==> src/rtl/aes_round_mix.sv <==
// aes_round_mix: AES round back-end (ShiftRows, MixColumns, AddRoundKey)
// behind a two-register valid/ready pipeline. MixColumns is skipped on the
// final round. Byte order is FIPS-197 column-major: [127:120]=s(0,0),
// [119:112]=s(1,0), ..., [7:0]=s(3,3).
module aes_round_mix (
   input  logic         clk,
   input  logic         rst,
   input  logic         in_valid,
   output logic         in_ready,
   input  logic [127:0] in_state,
   input  logic [127:0] in_key,
   input  logic         in_final,
   output logic         out_valid,
   input  logic         out_ready,
   output logic [127:0] out_state
);

   // GF(2^8) multiply by 2 with the AES reduction polynomial.
   function automatic logic [7:0] xtime(input logic [7:0] b);
      return {b[6:0], 1'b0} ^ (b[7] ? 8'h1b : 8'h00);
   endfunction

   // MixColumns on a single column {a0,a1,a2,a3}, a0 in the top byte.
   function automatic logic [31:0] mix_col(input logic [31:0] col);
      logic [7:0] a0, a1, a2, a3;
      logic [7:0] r0, r1, r2, r3;
      a0 = col[31:24];
      a1 = col[23:16];
      a2 = col[15:8];
      a3 = col[7:0];
      r0 = xtime(a0) ^ (xtime(a1) ^ a1) ^ a2 ^ a3;
      r1 = a0 ^ xtime(a1) ^ (xtime(a2) ^ a2) ^ a3;
      r2 = a0 ^ a1 ^ xtime(a2) ^ (xtime(a3) ^ a3);
      r3 = (xtime(a0) ^ a0) ^ a1 ^ a2 ^ xtime(a3);
      return {r0, r1, r2, r3};
   endfunction

   // Row r rotates left by r columns: s'(r,c) = s(r,(c+r) mod 4).
   function automatic logic [127:0] shift_rows(input logic [127:0] s);
      logic [127:0] t;
      t = '0;
      for (int unsigned c = 0; c < 4; c++) begin
         for (int unsigned r = 0; r < 4; r++) begin
            t[127 - 8*(4*c + r) -: 8] = s[127 - 8*(4*((c + r) % 4) + r) -: 8];
         end
      end
      return t;
   endfunction

   function automatic logic [127:0] mix_columns(input logic [127:0] s);
      logic [127:0] t;
      t = '0;
      for (int unsigned c = 0; c < 4; c++) begin
         t[127 - 32*c -: 32] = mix_col(s[127 - 32*c -: 32]);
      end
      return t;
   endfunction

   logic         s1_valid;
   logic [127:0] s1_state;
   logic [127:0] s1_key;
   logic         s1_final;
   logic         s2_valid;
   logic [127:0] s2_state;

   logic         s1_adv;
   logic         in_xfer;
   logic [127:0] shifted;
   logic [127:0] mixed;

   // Handshake decode and the combinational datapath feeding both stages.
   always_comb begin
      s1_adv   = s1_valid && (!s2_valid || out_ready);
      in_ready = !s1_valid || s1_adv;
      in_xfer  = in_valid && in_ready;
      shifted  = shift_rows(in_state);
      mixed    = s1_final ? s1_state : mix_columns(s1_state);
   end

   // Valid flags: the only reset state; a stage empties only when it
   // hands off and nothing refills it in the same cycle.
   always_ff @(posedge clk) begin
      if (rst) begin
         s1_valid <= 1'b0;
         s2_valid <= 1'b0;
      end else begin
         if (in_xfer)
            s1_valid <= 1'b1;
         else if (s1_adv)
            s1_valid <= 1'b0;

         if (s1_adv)
            s2_valid <= 1'b1;
         else if (out_ready)
            s2_valid <= 1'b0;
      end
   end

   // Data registers load on their stage's transfer and otherwise hold.
   always_ff @(posedge clk) begin
      if (in_xfer) begin
         s1_state <= shifted;
         s1_key   <= in_key;
         s1_final <= in_final;
      end
      if (s1_adv)
         s2_state <= mixed ^ s1_key;
   end

   // Outputs come straight from stage 2.
   always_comb begin
      out_valid = s2_valid;
      out_state = s2_state;
   end

endmodule

==> config.mk <==
export PLATFORM = sky130hd
export DESIGN_NAME = aes_round_mix
export DESIGN_NICKNAME = d
export VERILOG_FILES = /design/src/rtl/aes_round_mix.sv
export SDC_FILE = /design/constraint.sdc
export NUM_CORES = 1
export LEC_CHECK = 0
export ABC_CLOCK_PERIOD_IN_PS = 8100
export BUFFER_PORTS_ARGS = -buffer_cell sky130_fd_sc_hd__buf_2
export CORE_MARGIN = 2
export CORE_UTILIZATION = 50
export DETAILED_ROUTE_END_ITERATION = 8
export GPL_ROUTABILITY_DRIVEN = 0
export PLACE_DENSITY = 0.79
export SYNTH_ARGS = -nofsm -noshare
export SYNTH_HDL_FRONTEND = slang
export SYNTH_SLANG_ARGS = --single-unit
==> constraint.sdc <==
create_clock -name clk -period 8.1 [get_ports clk]
set_input_delay 0.81 -clock clk [delete_from_list [all_inputs] [get_ports clk]]
set_output_delay 0.81 -clock clk [all_outputs]
set_load 0.02 [all_outputs]
Word-level counts from Yosys, hierarchy flattened
Cells that the tools add are included.

Register bits after elaboration: 387. Bits of input ports: 261. Output and inout port bits: 130. Logic and storage cells: 116.

Multiplexer cells: 21. Bitwise gates (word level): 81. Reduce and logical (&&, ||, !) cells: 8.

Operator list (count): $xor A8 B8 Y8 (64); $mux W128 (1); $xor A128 B128 Y128 (1); $xor A8 B5 Y8 (16); $mux W5 (16); $mux W1 (4); $reduce_bool A2 Y1 (2); $logic_and A1 B1 Y1 (2); $logic_not A1 Y1 (2); $logic_or A1 B1 Y1 (2).

Longest topological paths before layout
Depth after elaboration: 8. Depth in mapped cells: 5. Gate-level depth less buffers: 4.

Worst setup path after synthesis
No wires, ideal clock.

Path kind: input-to-reg. Start point: input out_ready. End point: register s1_final, enable pin. Setup time: 0.650 ns. Arrival: 6.944 ns. Data required time: 7.450 ns. Slack: 0.505 ns. Stages on the path: 3. Cell sequence: nor2b_1 -> nand2_1 -> and2_1.

Cells in the longest elaborated chain, start to end: 4.

Ends and longest elaborated chain: from (decl) (RTL line 14) `input logic out_ready,`; $logic_or A1 B1 Y1 (RTL line 73) `s1_adv = s1_valid && (!s2_valid || out_ready);`; $logic_and A1 B1 Y1 (RTL line 73); $logic_or A1 B1 Y1 (RTL line 74) `in_ready = !s1_valid || s1_adv;`; via in_ready (RTL line 9) `output logic in_ready,`; $logic_and A1 B1 Y1 (RTL line 75) `in_xfer = in_valid && in_ready;`; via in_xfer (RTL line 67) `logic in_xfer;`; to (signal assigned) (RTL line 104) `s1_final <= in_final;`; to (decl) (RTL line 62) `logic s1_final;`.

The timed path passes the listed nets, and every way through them passes these cells. A chain may end at the register's enable or synchronous reset.

Worst setup path in the final report
Start point: register s2_valid (netlist: out_valid). End point: register s1_key[56], enable pin.

Cells in the longest elaborated chain, start to end: 5.

Ends and longest elaborated chain: from (decl) (RTL line 63) `logic s2_valid;`; from (signal assigned) (RTL line 85) `s2_valid <= 1'b0;`; from (signal assigned) (RTL line 93) `s2_valid <= 1'b1;`; from (signal assigned) (RTL line 95) `s2_valid <= 1'b0;`; $logic_not A1 Y1 (RTL line 73); $logic_or A1 B1 Y1 (RTL line 73); $logic_and A1 B1 Y1 (RTL line 73); $logic_or A1 B1 Y1 (RTL line 74); $logic_and A1 B1 Y1 (RTL line 75); via in_xfer (RTL line 67); to (signal assigned) (RTL line 103) `s1_key <= in_key;`; to (decl) (RTL line 61) `logic [127:0] s1_key;`.

The timed path passes the listed nets, and every way through them passes these cells.

==> run metrics <==
Worst R2R Start=out_valid; Mapped Cells=around 1100; clock network power share=35.6%; Hold Crit Start=in_key[88]; crit path cell chain=nor2b_1, nand2_1, and2_4, buf_4; post_cts resized=0; Setup crit start kind=flop; initial DRC count=637; Detailed Place HPWL=27.8 mm; vias=10200; worst-case vdd ir drop=0.203 mV; internal power=4.05 mW; RSZ-0062 raised after global routing=no; flops & latches, synth=387; WS Path Type=reg2reg; fin crit share=33.3%; Post-synth top flop=edfxtp_1; Synth cell types=27; Worst R2R Setup Slack=5400 ps; CTS H-tree depth=2; Psw=around 1.3 mW; CP max-delay cell=buf_4; share of cells above drive strength 1=30.1%; number of global-route vias before repair=10500; reg2reg path depth=4; Leakage Power=9.96 nW; Total Wirelength=between 30 and 40 mm; CTS sink count=387; Crit path largest cell delay=860 ps; status=complete, no violations; IO Port Bufs=just under 400; Slew @ Worst Pin=1070 ps; postcts setup bufs=0; Max Fanout on Critical Path=76; setup ws final=5400 ps; DR vias/cell=a little under 5; Post-DP Area=21500 sq um; Overall Power=~5.4 mW; # hold bufs at CTS=0; synthesized cell area=19100 sq um; drt first pass iters=5; register area=11600 sq um; Synth-to-Final Area Change=19.6%; Pins Over Slew Limit=0; die height=200 um; Async S/R FF share, synth=0%; placed insts=1983; Synth area leader=edfxtp_1; count of final hold-check violations=0; grt total ovfl=0; Sum Neg Setup Slack=0 ps; WHS Path Cells=1; WHS Endpoint=s1_key[88]; YS warnings=0; clock slew at reported path FFs=60 ps; worst reg2reg endpoint=s1_key[56]; Critical Path RT=slightly above 8000 ps; Hold WC Path Type=in2reg; ANT nets after route=0; CORE AREA=37700 sq um; PwrDens=between 200 and 250 nW/um^2; largest net degree at the start of global routing=roughly 250; row count=71; number of synthesized flops with an enable pin=385; Fmax=371 MHz; Finished Cell Area=22900 sq um; TritonCTS clock tree=yes; initial antenna violation count=8; nets@finish=1775; fill count=2801; Reg power frac=46.7%; DIE AREA=39800 sq um; maxcap violations=0; Cell Count, Final, Fillers Out=roughly 2100; Worst Clk Skew=18.2 ps; Crit path max-delay family=simple AND/OR/NAND/NOR gates; TritonCTS buffer count=40; Yosys top cell area share=between 60% and 70%; top-level I/O count=~390; sequential element share of the synthesized area=60.6%; headroom to the max-slew limit=28.6%; Die W=200 um; Comb pwr share=17.7%; DR DRC count=0; footprint of the multi-input gates=7260 sq um; hold_ws=422 ps; Switching Share=roughly 24%; Mapped Avg Cell Area=16.8 sq um; first-pass GRT wire length=just under 60 mm; Final setup viols=0; clock root cell=clkbuf_16; Layout Utilization=between 60% and 70%; Crit. End Element=flop; WL/cell=19.1 um; syn_nets=1399; WP buf/inv=1; largest cells by area after synthesis=edfxtp_1 60%, xnor3_1 16%, xor2_1 8.6%, xnor2_1 3.5%, o21ai_1 3.0%; CP arrival=2860 ps; worst slack, placed=between 4000 and 5000 ps; Period minus WS final=2700 ps; clk_lat worst skew=between 500 and 600 ps; Initial Util=~50%; clk buf depth=3; total track usage=about a fifth
## how the worst max path moves through the flow
stage,startpoint,endpoint,slack (ps),depth (start not counted)
after global placement,out_ready,s1_state[100],4990,5
after detailed placement,out_ready,s1_state[121],4840,5
after floorplan,out_ready,s1_final,510,3
after global routing,out_valid,s1_state[98],5240,4
after CTS,out_valid,s1_key[99],5370,4
final,out_valid,s1_key[56],5400,4
## flip-flops by register name (all words and copies together), names as in the netlist
register,flops
s1_key,128
out_state,128
out_valid,1
s1_state,128
s1_final,1
s1_valid,1
## layout make-up
cell class,count,share of cell area (%)
Clock inverter,28,1.46
Multi-Input combinational cell,690,31.7
Timing Repair Buffer,395,8.80
Clock buffer,44,4.44
Antenna cell,7,0.0765
Sequential cell,387,50.7
Tap cell,511,2.79
## synth_stat cells (2+ instances only)
cell        n
a21oi_1     2
buf_1       2
buf_2      18
buf_4       3
buf_6       2
clkbuf_1   36
dfxtp_1     2
edfxtp_1  385
mux2i_1    11
nand2_1   118
nor2_1      4
nor2b_1     2
o21ai_1   115
xnor2_1    77
xnor3_1   135
xor2_1    187
xor2_2      6
xor3_1     24
## power by group through the flow
stage	Clock (mW)	Combinational [mW]	Sequential [mW]
floorplan	0	0.666	2.59
global placement	0	0.929	2.54
detailed placement	0	0.954	2.54
CTS	1.95	0.959	2.50
global route	2.02	1.03	2.52
finish	1.90	0.947	2.50
## metal layers
layer  up-vias  GRT usage, %  share of wire [%]
met4         6          7.35                2.7
met5         -             0               0.10
met1      4934          26.7                 42
met2       386          31.6                 49
li1       4835             -                  -
met3        74          3.86                7.0
## cell usage in the layout, fill, tap and decap left out, types with 3 or more instances in the layout
cell / n
buf_2: 390
buf_4: 3
bufinv_16: 7
clkbuf_1: 4
clkbuf_16: 40
clkinv_1: 8
clkinv_2: 7
diode_2: 7
edfxtp_1: 385
mux2i_1: 11
nand2_1: 118
nor2_1: 4
o21ai_1: 115
xnor2_1: 77
xnor3_1: 135
xor2_1: 187
xor2_2: 6
xor3_1: 24
## kinds of logic after synthesis
family	synth area share (%)
AOI/OAI and AO/OA	3.15
xor gates and xnor gates	31.5
buffers and inverters	1.45
DFF	60.6
muxes	0.576
and+or+nand+nor	2.71
Note: power is estimated with default switching activity, not from simulation.
